### config.mk
export PLATFORM = sky130hd
export DESIGN_NAME = vector_alu_sequencer
export DESIGN_NICKNAME = d
export VERILOG_FILES = /design/src/rtl/vector_alu_sequencer.sv
export SDC_FILE = /design/constraint.sdc
export NUM_CORES = 1
export LEC_CHECK = 0
export ABC_CLOCK_PERIOD_IN_PS = 21100
export CORE_AREA = 2 2 308 310
export DETAILED_ROUTE_END_ITERATION = 12
export DIE_AREA = 0 0 310 312
export DONT_BUFFER_PORTS = 1
export GPL_ROUTABILITY_DRIVEN = 0
export GPL_TIMING_DRIVEN = 0
export MAX_ROUTING_LAYER = met4
export SYNTH_ARGS = -nofsm -noshare
export SYNTH_HDL_FRONTEND = slang
export SYNTH_SLANG_ARGS = --single-unit
export TNS_END_PERCENT = 5
### constraint.sdc
create_clock -name clk -period 21.1 [get_ports clk]
set_input_delay 3.165 -clock clk [delete_from_list [all_inputs] [get_ports clk]]
set_output_delay 3.165 -clock clk [all_outputs]
set_load 0.005 [all_outputs]
### src/rtl/vector_alu_sequencer.sv
// Microprogram controller driving an external combinational vector_alu through
// key-XOR / SUBBYTES / ROT cipher rounds (encrypt) or their exact inverse (decrypt).
module vector_alu_sequencer #(
    parameter int WIDTH   = 128,
    parameter int ROUNDS  = 10,
    parameter int ROT_AMT = 32,
    parameter int KIDX_W  = 4
) (
    input  logic              clk,
    input  logic              rst,
    input  logic              start,
    input  logic              mode,
    input  logic [WIDTH-1:0]  data_in,
    output logic              busy,
    output logic              done,
    output logic [WIDTH-1:0]  data_out,
    output logic [KIDX_W-1:0] key_idx,
    input  logic [WIDTH-1:0]  key_data,
    output logic [WIDTH-1:0]  alu_op1,
    output logic [WIDTH-1:0]  alu_op2,
    output logic [3:0]        alu_control,
    input  logic [WIDTH-1:0]  alu_result
);

    localparam logic [3:0] OP_XOR     = 4'b0000;
    localparam logic [3:0] OP_ROT     = 4'b0001;
    localparam logic [3:0] OP_SUB     = 4'b1000;
    localparam logic [3:0] OP_INV_SUB = 4'b1001;

    localparam logic [KIDX_W-1:0] LAST_RND = KIDX_W'(ROUNDS);
    localparam logic [WIDTH-1:0]  ENC_ROT  = WIDTH'(ROT_AMT);
    localparam logic [WIDTH-1:0]  DEC_ROT  = WIDTH'(WIDTH - ROT_AMT);

    typedef enum logic [1:0] {
        IDLE,
        KXOR,
        SUB,
        ROT
    } state_t;

    state_t            state_q;
    state_t            state_d;
    logic [WIDTH-1:0]  s_q;
    logic              mode_q;
    logic [KIDX_W-1:0] rnd_q;
    logic              last_key;

    // Encrypt walks keys upward and ends on k_ROUNDS; decrypt walks down to k0.
    assign last_key = mode_q ? (rnd_q == '0) : (rnd_q == LAST_RND);
    assign alu_op1  = s_q;

    always_ff @(posedge clk or posedge rst) begin
        if (rst) begin
            state_q <= IDLE;
        end else begin
            state_q <= state_d;
        end
    end

    always_comb begin
        state_d     = state_q;
        alu_control = OP_XOR;
        alu_op2     = '0;
        key_idx     = '0;
        case (state_q)
            IDLE: begin
                if (start) begin
                    state_d = KXOR;
                end
            end
            KXOR: begin
                alu_op2 = key_data;
                key_idx = rnd_q;
                if (last_key) begin
                    state_d = IDLE;
                end else begin
                    state_d = mode_q ? ROT : SUB;
                end
            end
            SUB: begin
                alu_control = mode_q ? OP_INV_SUB : OP_SUB;
                state_d     = mode_q ? KXOR : ROT;
            end
            ROT: begin
                alu_control = OP_ROT;
                alu_op2     = mode_q ? DEC_ROT : ENC_ROT;
                state_d     = mode_q ? SUB : KXOR;
            end
            default: begin
                state_d = IDLE;
            end
        endcase
    end

    always_ff @(posedge clk or posedge rst) begin
        if (rst) begin
            s_q      <= '0;
            mode_q   <= 1'b0;
            rnd_q    <= '0;
            busy     <= 1'b0;
            done     <= 1'b0;
            data_out <= '0;
        end else begin
            done <= 1'b0;
            if (state_q == IDLE) begin
                if (start) begin
                    s_q    <= data_in;
                    mode_q <= mode;
                    rnd_q  <= mode ? LAST_RND : '0;
                    busy   <= 1'b1;
                end
            end else begin
                s_q <= alu_result;
                if (state_q == KXOR) begin
                    if (last_key) begin
                        busy     <= 1'b0;
                        done     <= 1'b1;
                        data_out <= alu_result;
                    end else begin
                        rnd_q <= mode_q ? (rnd_q - 1'b1) : (rnd_q + 1'b1);
                    end
                end
            end
        end
    end

endmodule

==> out/results.ini <==
[global_routing]
use_met2 = 0.2625
grt_max_degree = 118
use_met3 = 0.07107
busiest_layer = met2
grt_pass1_vias = 8959
grt_use_met1 = 0.1380
antenna_found_initial = 57
grt_pass1_wl_um = 91520
overflow = 0
grt_use_total = 0.1476

[clock_network]
cts.sinks = 265
htree_num_levels = 2
clock_latency_ns = 0.57
cts_tree = done
cts-root-buf = clkbuf_16
cts_buffer_depth = 3
cts_hold_buf = 0
clkTransAtPathRegs_ns = 0.06
cts_resized = 0
cts_buffers = 35
cts_setup_buffers = 0

[worst_setup_path]
max_stage_delay_ns = 0.33
critPathSlowestCell = a21oi_1
cp.buffers_inverters = 0
cp-start-kind = primary input
arrival_ns = 3.53
crit_cells = 2
crit_family = compound AO/OA/AOI/OAI gates
crit_type = in -> out
r2r_cells = 7
regToRegSetupSlack_ns = 17.62
worstReg2RegStart = state_q[0]$_DFFE_PP0P_
r2r_end = alu_op1[111]$_DFFE_PP0P_
crit_end = alu_op2[6]
crit_fanout = 1
cp.required_ns = 17.94
crit_start = key_data[6]
cp-end-kind = primary output
worstPathCellList = nand2b_1 -> a21oi_1

[synth]
ys_types = 36
ys_seq_area_frac = 0.5351
ys.flop_type = dfrtp_1
synth_cells = 1039
yosys-top-cells-area = dfrtp_1 54%, mux2_4 12%, mux2i_1 10%, and2_1 6.5%, o21ai_0 5.3%
synth.avg_cell_area_um2 = 11.93
ys_ff_latch = 265
synth_area_leader_cell = dfrtp_1
yosysWarnings = 0
synth_edf_count = 0
synth.cell_area_um2 = 12390
synth_top_area_frac = 0.5351
async_flop_share = 1.000

[layout]
fin_nets = 1472
regArea_um2 = 6631
fillers = 10379
synthToLayoutAreaGrowth_pct = 23.26
layout-drive-gt1-share = 0.1900
multi_input_area_um2 = 5363
mostFrequentLayoutCells = 265 x dfrtp_1, 137 x nand2_1, 132 x o21ai_0
final_common_cell = dfrtp_1

[power]
p_leak_nw = 6.824
finalPower_mw = 2.360
ir_drop_uv = 59.54
power_density_nw_per_um2 = 154.5

[drt]
drt_iter0_drc = 575
drt-total-wl_um = 72530
viasPerCell = 3.699
drc = 0
antenna_left = 0
dr_total_vias = 8812
routedWlPerCell_um = 30.45
drt_pre_antenna_iters = 5

[sta]
slew_headroom = 0.2589
setup_violations = 0
rsz0062_at_grt = false
final_hold_viol_count = 0
fin_crit_sh = 0.3173
finalMaxSlewViolations = 0
max_freq_ghz = 0.1494
totalNegativeSetupSlack_ns = 0
worst_pin_slew_ns = 1.112
skew_ns = 0.02436
min_period_ns = 6.695

[die]
dieHeight_um = 312
start_util = 0.1332
die_w_um = 310
num_rows = 112
io_pins = 782
core_area_um2 = 93050
dieArea_um2 = 96720

[placed_design]
dp.final_hpwl_um = 61010
numPortBuffers = 0

[run_status]
status = complete, no violations

[min_path]
holdCritPathClass = reg -> reg

[job]
maxCapViolations = 0

==> cells in the mapped netlist, drive strengths merged (3+ instances only) <==
| library cell | number |
|---|---|
| a21oi | 3 |
| and2 | 129 |
| buf | 17 |
| clkbuf | 59 |
| dfrtp | 265 |
| inv | 6 |
| mux2 | 130 |
| mux2i | 128 |
| nand2 | 137 |
| nor2 | 5 |
| nor3 | 3 |
| o21ai | 132 |
==> area by class of cell <==
class,count,share of cell area
antenna,23,0.003768
buffer,76,0.02498
clock buffer,44,0.06217
clock inverter,17,0.01286
inverter,6,0.001966
multi-input combinational,693,0.3511
sequential,265,0.4341
tap,1254,0.1027
timing repair buffer,4,0.006389
==> per-layer routing <==
metal	part of all wire	up-vias	wire, µm
met5	0	-	0
met1	0.33	4403	24120
li1	-	3642	-
met3	0.12	150	8544
met4	0.040	0	2922
met2	0.51	617	36940
==> where the power goes <==
group / switching, mW / internal [mW] / total, mW
logic: 0.415 / 0.331 / 0.746
clock network: 0.256 / 0.359 / 0.615
registers: 0.258 / 0.741 / 0.999
==> worst min-delay path by stage <==
stage,to,startpoint,depth (start not counted),slack (ns)
after CTS,data_out[74]$_DFFE_PP0P_,data_out[74]$_DFFE_PP0P_,1,0.54
after global placement,data_out[59]$_DFFE_PP0P_,data_out[59]$_DFFE_PP0P_,1,0.52
after global routing,data_out[51]$_DFFE_PP0P_,data_out[51]$_DFFE_PP0P_,1,0.55
final,data_out[68]$_DFFE_PP0P_,data_out[68]$_DFFE_PP0P_,1,0.54
after floorplan,busy$_DFFE_PP0P_,busy$_DFFE_PP0P_,1,0.49
after detailed placement,data_out[74]$_DFFE_PP0P_,data_out[74]$_DFFE_PP0P_,1,0.53
==> cells by family after synthesis <==
group | count (synthesis) | synth area share
XOR/XNOR | 2 | 0.001414
AO/OA/AOI/OAI | 145 | 0.06179
flip-flops | 265 | 0.5351
AND/OR/NAND/NOR | 283 | 0.1141
adder cells (fa/ha/maj) | 3 | 0.003634
other | 1 | 0.0003026
buffers and inverters | 82 | 0.03251
multiplexers | 258 | 0.2512
==> state kept, by name (all words and copies together) (netlist names) <==
signal,cells
busy,1
rnd_q,4
data_out,128
done,1
alu_op1,128
state_q,2
mode_q,1
==> through the flow <==
step                      cells  hold slack, ns  utilization  instance area, µm²  worst slack, ns
after detailed placement   2298          0.5252       0.1512               14070            14.41
after floorplan            1040          0.4897            -               12400            10.64
after global placement     2294          0.5241       0.1501               13970            6.676
after CTS                  2359          0.5408       0.1636               15220            14.21
final                      2382          0.5358       0.1642               15280            14.40
after global routing       2381          0.5520       0.1641               15270            14.15
No activity file was read; power rests on OpenSTA's default activity.
